**src/rtl/uart_tx_buffered_if.sv**
```systemverilog
// Write-side handshake for uart_tx_buffered: the writer offers data_tx/valid,
// and the transmitter answers with tx_ready while its FIFO has room.
interface uart_tx_buffered_if #(
    parameter int unsigned BITS_N = 8
);
    logic [BITS_N-1:0] data_tx;
    logic              valid;
    logic              tx_ready;

    modport master (output data_tx, output valid, input tx_ready);
    modport slave  (input data_tx, input valid, output tx_ready);
endinterface

```
**src/rtl/uart_tx_buffered.sv**
```systemverilog
// FIFO-buffered UART transmitter: queued words are sent LSB-first with optional
// parity and 1-2 stop bits, back-to-back with no idle gap between frames.
module uart_tx_buffered #(
    parameter int unsigned CLKS_PER_BIT = 434,
    parameter int unsigned BITS_N       = 8,
    parameter int unsigned PARITY       = 0,
    parameter int unsigned STOP_BITS    = 1,
    parameter int unsigned FIFO_DEPTH   = 4
) (
    input  logic                          clk,
    input  logic                          reset,
    uart_tx_buffered_if.slave             wr,
    output logic                          uart_out,
    output logic                          busy,
    output logic [$clog2(FIFO_DEPTH):0]   fifo_count
);
    localparam int unsigned BAUD_W = $clog2(CLKS_PER_BIT);
    localparam int unsigned BIT_W  = $clog2(BITS_N);
    localparam int unsigned PTR_W  = $clog2(FIFO_DEPTH);
    localparam int unsigned CNT_W  = PTR_W + 1;
    localparam bit          PAR_EN = (PARITY == 1) || (PARITY == 2);

    typedef enum logic [2:0] {S_IDLE, S_START, S_DATA, S_PARITY, S_STOP} state_t;

    state_t              state, state_next;
    logic [BITS_N-1:0]   mem [FIFO_DEPTH];
    logic [PTR_W-1:0]    wr_ptr, rd_ptr;
    logic [CNT_W-1:0]    count, count_next;
    logic [BITS_N-1:0]   word;
    logic [BAUD_W-1:0]   baud_cnt;
    logic [BIT_W-1:0]    bit_idx;
    logic                stop_idx;
    logic                tx_ready;
    logic                push, pop, baud_end, par_bit;

    assign wr.tx_ready = tx_ready;
    assign fifo_count  = count;
    assign push        = wr.valid && tx_ready;
    assign baud_end    = (baud_cnt == BAUD_W'(CLKS_PER_BIT - 1));

    always_ff @(posedge clk or posedge reset) begin
        if (reset) state <= S_IDLE;
        else       state <= state_next;
    end

    always_comb begin
        state_next = state;
        pop        = 1'b0;
        case (state)
            S_IDLE: if (count != '0) begin
                pop        = 1'b1;
                state_next = S_START;
            end
            S_START: if (baud_end) state_next = S_DATA;
            S_DATA: if (baud_end && bit_idx == BIT_W'(BITS_N - 1))
                state_next = PAR_EN ? S_PARITY : S_STOP;
            S_PARITY: if (baud_end) state_next = S_STOP;
            S_STOP: if (baud_end && stop_idx == 1'(STOP_BITS - 1)) begin
                // Chain straight into the next start bit when more words wait.
                if (count != '0) begin
                    pop        = 1'b1;
                    state_next = S_START;
                end else begin
                    state_next = S_IDLE;
                end
            end
            default: state_next = S_IDLE;
        endcase
    end

    always_comb begin
        par_bit = (PARITY == 1) ? ~(^word) : (^word);
        case (state)
            S_START:  uart_out = 1'b0;
            S_DATA:   uart_out = word[bit_idx];
            S_PARITY: uart_out = par_bit;
            default:  uart_out = 1'b1;
        endcase
    end

    always_comb begin
        count_next = count;
        if (push && !pop)      count_next = count + 1'b1;
        else if (!push && pop) count_next = count - 1'b1;
    end

    always_ff @(posedge clk or posedge reset) begin
        if (reset) begin
            for (int unsigned i = 0; i < FIFO_DEPTH; i++) mem[i] <= '0;
            wr_ptr   <= '0;
            rd_ptr   <= '0;
            count    <= '0;
            word     <= '0;
            baud_cnt <= '0;
            bit_idx  <= '0;
            stop_idx <= 1'b0;
            tx_ready <= 1'b1;
            busy     <= 1'b0;
        end else begin
            if (push) begin
                mem[wr_ptr] <= wr.data_tx;
                wr_ptr      <= wr_ptr + 1'b1;
            end
            if (pop) begin
                word   <= mem[rd_ptr];
                rd_ptr <= rd_ptr + 1'b1;
            end
            count    <= count_next;
            tx_ready <= (count_next != CNT_W'(FIFO_DEPTH));
            busy     <= (state_next != S_IDLE) || (count_next != '0);

            if (state == S_IDLE || state_next != state || baud_end) baud_cnt <= '0;
            else                                                    baud_cnt <= baud_cnt + 1'b1;

            if (state != S_DATA) bit_idx <= '0;
            else if (baud_end)   bit_idx <= (bit_idx == BIT_W'(BITS_N - 1)) ? '0 : bit_idx + 1'b1;

            if (state != S_STOP) stop_idx <= 1'b0;
            else if (baud_end)   stop_idx <= (stop_idx == 1'(STOP_BITS - 1)) ? 1'b0 : ~stop_idx;
        end
    end
endmodule

```
**src/flat_wrapper.sv**
```systemverilog
// flat-port wrapper written by rule: the top's interface ports become plain ports
module uart_tx_buffered_flat 
#(
    parameter int unsigned CLKS_PER_BIT = 434,
    parameter int unsigned BITS_N       = 8,
    parameter int unsigned PARITY       = 0,
    parameter int unsigned STOP_BITS    = 1,
    parameter int unsigned FIFO_DEPTH   = 4
)
  (clk, reset, uart_out, busy, fifo_count, wr_data_tx, wr_valid, wr_tx_ready);
  uart_tx_buffered_if #(.BITS_N(BITS_N)) wr_i ();
  input  logic clk;
  input  logic reset;
  output logic uart_out;
  output logic busy;
  output logic [$clog2(FIFO_DEPTH):0] fifo_count;
  input wire logic [$bits(wr_i.data_tx)-1:0] wr_data_tx;
  input wire logic [$bits(wr_i.valid)-1:0] wr_valid;
  output wire logic [$bits(wr_i.tx_ready)-1:0] wr_tx_ready;
  assign wr_i.data_tx = wr_data_tx;
  assign wr_i.valid = wr_valid;
  assign wr_tx_ready = wr_i.tx_ready;
  uart_tx_buffered #(.CLKS_PER_BIT(CLKS_PER_BIT), .BITS_N(BITS_N), .PARITY(PARITY), .STOP_BITS(STOP_BITS), .FIFO_DEPTH(FIFO_DEPTH)) u_core (.clk(clk), .reset(reset), .wr(wr_i), .uart_out(uart_out), .busy(busy), .fifo_count(fifo_count));
endmodule
```
**config.mk**
```make
export PLATFORM = sky130hd
export DESIGN_NAME = uart_tx_buffered_flat
export DESIGN_NICKNAME = d
export VERILOG_FILES = /design/src/rtl/uart_tx_buffered_if.sv /design/src/rtl/uart_tx_buffered.sv /design/src/flat_wrapper.sv
export SDC_FILE = /design/constraint.sdc
export NUM_CORES = 1
export LEC_CHECK = 0
export CORE_ASPECT_RATIO = 1.1
export CORE_MARGIN = 4
export CORE_UTILIZATION = 59
export DETAILED_ROUTE_END_ITERATION = 10
export GPL_ROUTABILITY_DRIVEN = 0
export PLACE_DENSITY = 0.79
export SLEW_MARGIN = 15
export SYNTH_ARGS = -nofsm -noshare
export SYNTH_HDL_FRONTEND = slang
export SYNTH_SLANG_ARGS = --single-unit
```
**constraint.sdc**
```tcl
create_clock -name clk -period 2.33 [get_ports clk]
set_input_delay 0.3495 -clock clk [delete_from_list [all_inputs] [get_ports clk]]
set_output_delay 0.3495 -clock clk [all_outputs]
set_load 0.01 [all_outputs]
```
Word level (Yosys, flattened, before mapping)
Index checks and enable logic that the tools add are counted.
{ "classes": {"n_addsub": 6, "magnitude_cmp": 4, "eq_ne": 10, "muxes": 28, "bitwise": 3, "reduce_logical": 18} }
{ "ops": {"columns": ["operator", "n"], "rows": [
  ["bitwise mux 32 bit", 1],
  ["two-way mux 3 bit", 10],
  ["two-way mux 8 bit", 3],
  ["binary-select mux 8 bit (select 2 bit)", 1],
  ["demux 8 bit (select 2 bit)", 1],
  ["case mux 3 bit (5 select lines)", 1],
  ["adder 9 x 1 -> 9 bit, second input constant", 1],
  ["== test 9 bit, second input constant", 1],
  ["two-way mux 9 bit", 1],
  ["nonzero test 3 bit", 3],
  ["parity 8 bit", 1],
  ["two-way mux 1 bit", 7],
  ["adder 3 x 1 -> 3 bit, second input constant", 2],
  ["== test 3 x 2 -> 1 bit, second input constant", 2],
  ["== test 3 bit, second input constant", 2],
  [">= comparator 3 bit, second input constant", 2],
  ["logical AND 1 bit", 6],
  ["inequality test 3 bit, second input constant", 2],
  ["NOT 2 -> 3 bit", 2],
  ["adder 2 x 1 -> 2 bit, second input constant", 2],
  ["less-than comparator 3 x 4 -> 1 bit, second input constant", 1],
  ["nonzero test 2 bit", 2],
  ["binary-select mux 1 bit (select 3 bit)", 1],
  ["== test 3 x 1 -> 1 bit, second input constant", 1],
  ["other kinds (10)", 13]
]} }
{ "word_totals": {"register_bits": 65, "in_bits": 11, "output_inout_bits": 6} }

Depth between registers and ports, before layout
{ "logic_depth": {"ltp_word": 9, "ltp_mapped": 8} }

Worst setup path after synthesis
OpenSTA, ideal clock, no wires.
{ "synth_timing": {"kind": "register to register", "start": "register u_core.count[0] (netlist: u_core.fifo_count[0])", "end": "register u_core.busy", "arrival_time_ps": 1888, "path_slack_ps": 324, "path_stages_with_launch": 7, "path_cell_list": "dfrtp_1 inv_1 ha_1 o31ai_2 o21ai_2 or4_1 a21o_1"} }
{ "synth_between": {"elab_chain_len": 9, "word_cells_on_any_way": 18, "classes_between": "2 x add/sub; 9 x mux; 7 x reduce/logical"} }
{ "synth_rtl": {"columns": ["item", "line", "text"], "rows": [
  ["start: declaration", "uart_tx_buffered.sv:28", "logic [CNT_W-1:0] count, count_next;"],
  ["start signal: assignment", "uart_tx_buffered.sv:108", "count <= count_next;"],
  ["nonzero test 3 bit", "uart_tx_buffered.sv:50, uart_tx_buffered.sv:60", null],
  ["two-way mux 1 bit", "uart_tx_buffered.sv:50, uart_tx_buffered.sv:60", null],
  ["two-way mux 1 bit", "uart_tx_buffered.sv:58", "S_STOP: if (baud_end && stop_idx == 1'(STOP_BITS - 1)) begin"],
  ["case mux 1 bit (2 select lines)", "uart_tx_buffered.sv:49", "case (state)"],
  ["logical AND 1 bit or zero test 1 bit (tied branches)", "uart_tx_buffered.sv:84, uart_tx_buffered.sv:83", null],
  ["two-way mux 3 bit or logical AND 1 bit (tied branches)", "uart_tx_buffered.sv:84, uart_tx_buffered.sv:83", null],
  ["two-way mux 3 bit", "uart_tx_buffered.sv:83", "if (push && !pop) count_next = count + 1'b1;"],
  ["nonzero test 3 bit", "uart_tx_buffered.sv:110", "busy <= (state_next != S_IDLE) || (count_next != '0);"],
  ["logical OR 1 bit *", "uart_tx_buffered.sv:110", null],
  ["end signal: assignment", "uart_tx_buffered.sv:110", null],
  ["end: declaration", "uart_tx_buffered.sv:14", "output logic busy,"]
]} }
Every way passes the cells marked *; elsewhere a longest branch is shown, timed or not.
A chain may end at the register's enable or synchronous reset.

Worst setup path in the final report
{ "layout_timing": {"start": "register u_core.bit_idx[1]", "end": "output uart_out"} }
{ "layout_between": {"elab_chain_len": 3} }
{ "layout_rtl": {"columns": ["item", "line", "text"], "rows": [
  ["start: declaration", "uart_tx_buffered.sv:31", "logic [BIT_W-1:0] bit_idx;"],
  ["start signal: assignment", "uart_tx_buffered.sv:116", "else if (baud_end) bit_idx <= (bit_idx == BIT_W'(BITS_N - 1)) ? '0 : bit_idx + 1'b1;"],
  ["binary-select mux 1 bit (select 3 bit)", "uart_tx_buffered.sv:75", "S_DATA: uart_out = word[bit_idx];"],
  ["two-way mux 1 bit (implied by the code)", "uart_tx_buffered.sv:75", null],
  ["case mux 1 bit (3 select lines)", "uart_tx_buffered.sv:73", "case (state)"],
  ["end: declaration", "flat_wrapper.sv:14", "output logic uart_out;"]
]} }
No other way between the ends. The select of a mux whose other input is x is not followed.

==> impl_metrics.csv <==
group,metric,value,unit
outcome,status,"completed",
setup_path,end_kind,"primary output",
layout,design_area,3600,sq um
timing,rsz0062_at_grt,"false",
clock_tree,numCtsBuffers,9,
power_and_ir_drop,ir_drop,653,uV
floorplanning,io_pins,17,
logic_synthesis,synth_warnings,0,
clock_tree,clockRootBuffer,"clkbuf_8",
layout,nets,293,
floorplanning,rows,27,
logic_synthesis,netlist_instances,241,
routing,wirelength,5.28,mm
placed_design,place_hpwl,3.76,mm
grt,grt_pass1_vias,2010,
setup_path,cp_slowest_cell,"mux4_2",
setup_path,start_kind,"flip-flop",
power_and_ir_drop,p_clk_frac,0.230,
power_and_ir_drop,p_leak,0.00155,uW
floorplanning,coreArea,5100,sq um
logic_synthesis,post_synth_num_cell_types,45,
clock_tree,cts_tree,"done",
power_and_ir_drop,p_per_area,956,nW/um^2
placed_design,portBuffers,16,
power_and_ir_drop,seqPwrFrac,0.474,
placed_design,dpl-instance-area,3440,sq um
timing,max_clock_freq,0.464,GHz
setup_path,reg2reg_from,"u_core.fifo_count[1]",
setup_path,cp_cell_sequence,"mux4_2, nor2b_1, a211oi_2, a31oi_1, clkbuf_2",
routing,wl_per_cell,15.3,um
timing,fin_hold_ws,391,ps
power_and_ir_drop,p_sw_frac,0.276,
routing,drc,0,
grt,grt_pass1_wl,9.42,mm
timing,finalHoldViolCount,0,
flow_run,maxCapViolations,0,
setup_path,arrival,1810,ps
floorplanning,start_util,0.617,
placed_design,numPlacedInstances,331,
layout,area_growth,14.4,%
timing,timing.final.max_slew_violations,0,
clock_tree,ctsLongestPathBuffers,2,
setup_path,crit_type,"flip-flop to primary output",
routing,first_iter_violations,46,
power_and_ir_drop,combPwrFrac,0.296,
clock_tree,clock_latency,330,ps
clock_tree,clk_pin_slew,60,ps
logic_synthesis,synth_nets,263,
timing,post-route-min-period,2160,ps
routing,drt-pass1-iter-count,4,
routing,routed_via_density,5.50,
grt,grt_remaining_overflow,0,
grt,grt_antenna_before_repair,0,
timing,skew,5.57,ps
clock_tree,cts.sink_count,64,
setup_path,critPathMaxStageDelay,500,ps
grt,grt_max_degree,65,
clock_tree,htree_levels,3,
logic_synthesis,syn_area,3150,sq um
routing,vias,1899,
layout,drive_above_1_share,0.315,
layout,diodes,0,
floorplanning,dieArea,6570,sq um
timing,setup_violations,0,
setup_path,reg2reg_to,"u_core.busy",
setup_path,r2r_setup_slack,350,ps
floorplanning,chipWidth,77.7,um
timing,worst_pin_slew,612,ps
logic_synthesis,ys_ff_latch,64,
timing,max-slew-margin-rel,0.592,
logic_synthesis,avgSynthCellArea,13.1,sq um
setup_path,r2r_cells,6,
floorplanning,dieHeight,84.6,um
routing,ant_nets,0,
setup_path,crit_fanout,3,
logic_synthesis,yosysSeqAreaShare,0.509,
timing,setup_ws,175,ps
placed_design,place_ws,150,ps
min_path,hold_class,"input pin to asynchronous set/reset pin",
power_and_ir_drop,p_int,2500,uW
timing,tns,0,ps
layout,fillers,368,
timing,period_share,0.925,
grt,track_usage,0.184,
setup_path,crit_required,1980,ps
power_and_ir_drop,p_switching,949,uW
layout,fin_cells,345,
Yosys cell counts:
| cell | n | area share |
|---|---|---|
| or4_1 | 1 | 0.0024 |
| o31ai_2 | 1 | 0.0040 |
| o21a_1 | 1 | 0.0024 |
| o21bai_1 | 2 | 0.0048 |
| a21o_1 | 1 | 0.0024 |
| buf_6 | 1 | 0.0036 |
| nand3_1 | 6 | 0.0095 |
| nor3_1 | 3 | 0.0048 |
| inv_1 | 8 | 0.0095 |
| nand4bb_4 | 1 | 0.0087 |
| dfrtp_1 | 63 | 0.50 |
| and3_1 | 2 | 0.0040 |
| mux2i_1 | 1 | 0.0032 |
| clkbuf_1 | 1 | 0.0012 |
| nor2_4 | 1 | 0.0036 |
| ha_1 | 11 | 0.044 |
| nor2b_1 | 1 | 0.0020 |
| nor3b_1 | 1 | 0.0024 |
| or3_1 | 2 | 0.0040 |
| a211oi_1 | 1 | 0.0024 |
| or2_2 | 1 | 0.0020 |
| a211o_1 | 1 | 0.0028 |
| or3b_1 | 1 | 0.0028 |
| a31oi_1 | 1 | 0.0020 |
| maj3_2 | 1 | 0.0036 |
| nand2_1 | 17 | 0.020 |
| nand4b_2 | 1 | 0.0048 |
| or2_1 | 1 | 0.0020 |
| and2_1 | 2 | 0.0040 |
| o21ai_0 | 4 | 0.0064 |
| xor2_1 | 4 | 0.011 |
| o21a_4 | 1 | 0.0048 |
| buf_1 | 1 | 0.0012 |
| a21oi_2 | 1 | 0.0028 |
| mux4_2 | 10 | 0.072 |
| nor2_1 | 15 | 0.018 |
| o21ai_2 | 3 | 0.0083 |
| xnor2_1 | 15 | 0.042 |
| a22o_1 | 1 | 0.0028 |
| mux2_2 | 40 | 0.14 |
| buf_2 | 2 | 0.0032 |
| nor2_2 | 1 | 0.0020 |
| o211ai_1 | 1 | 0.0024 |
| dfstp_2 | 1 | 0.0083 |
| a21oi_1 | 6 | 0.0095 |
through the flow:
| stage | total power (uW) | util |
|---|---|---|
| after CTS | 3500 | 0.706 |
| final | 3450 | 0.706 |
| after global placement | 2610 | 0.674 |
| after floorplan | 2360 | - |
| after detailed placement | 2690 | 0.674 |
| after global routing | 3680 | 0.706 |
power by group through the flow:
stage | logic (uW) | registers (uW) | clock network [uW]
CTS | 1040 | 1630 | 825
detailed placement | 1030 | 1660 | 0
finish | 1020 | 1630 | 793
global placement | 986 | 1630 | 0
global route | 1130 | 1680 | 870
floorplan | 748 | 1610 | 0
flip-flops by register name, indices dropped and copies added (netlist names):
register and count:
u_core.state 3, u_core.mem 32, u_core.rd_ptr 2, u_core.bit_idx 3
u_core.word 8, u_core.wr_ptr 2, u_core.baud_cnt 9, u_core.fifo_count 3
u_core.busy 1, u_core.wr.tx_ready 1
worst max-delay path by stage:
stage                               from  slack (ps)  cells after the start          end
floorplan           u_core.fifo_count[0]         320                      6  u_core.busy
global placement       u_core.bit_idx[1]         170                      5     uart_out
detailed placement     u_core.bit_idx[1]         150                      5     uart_out
CTS                    u_core.bit_idx[1]          20                      5     uart_out
global route           u_core.bit_idx[1]          10                      5     uart_out
finish                 u_core.bit_idx[1]         170                      5     uart_out
routing by layer:
| layer | global-route usage | part of all wire | vias up |
|---|---|---|---|
| met5 | 0 | 0 | - |
| met4 | 0.102 | 0.016 | 0 |
| met3 | 0.0333 | 0.030 | 7 |
| met2 | 0.308 | 0.51 | 24 |
| met1 | 0.225 | 0.44 | 955 |
| li1 | - | - | 913 |
layout by cell type (no fill, tap or decap), drive strengths merged, types with 8 or more instances in the layout:
cell and count:
clkbuf 13, dfrtp 63, ha 11, buf 8, xnor2 15, nand2 17
nor2 17, inv 8, mux4 10, clkdlybuf4s50 15, mux2 40
worst max-delay path, delay by kind of cell (launching register included):
| kind | cells | cell delay, ps |
|---|---|---|
| AO/OA/AOI/OAI | 2 | 280 |
| AND/OR/NAND/NOR | 1 | 150 |
| multiplexers | 1 | 500 |
| flip-flops | 1 | 410 |
| buffers and inverters | 1 | 140 |
what timing repair did:
| item | 4_1_cts | 5_1_grt |
|---|---|---|
| resized for setup | 1 | 3 |
| hold buffers | 0 | 0 |
| pin swaps | 0 | 0 |
| setup buffers | 1 | 0 |
| endpoints found under the setup margin | 1 | 1 |
kinds of logic (layout without fill, tap and decap cells):
group | Yosys count | count (layout) | share of synthesized area
AO/OA/AOI/OAI | 25 | 25 | 0.0576
multiplexers | 51 | 51 | 0.218
flip-flops | 64 | 64 | 0.509
XOR/XNOR | 19 | 19 | 0.0528
adder cells (fa/ha/maj) | 12 | 12 | 0.0473
buffers and inverters | 13 | 45 | 0.0187
AND/OR/NAND/NOR | 57 | 57 | 0.0969
final cells by class:
class,instances,area [sq um],share of cell area
Timing Repair Buffer,24,228,0.0632
Tap cell,72,90.1,0.0250
Clock buffer,12,155,0.0431
Multi-Input combinational cell,164,1490,0.414
Inverter,8,30.0,0.00833
Clock inverter,1,5.00,0.00139
Sequential cell,64,1600,0.445
Power figures use the tool's default switching activity.
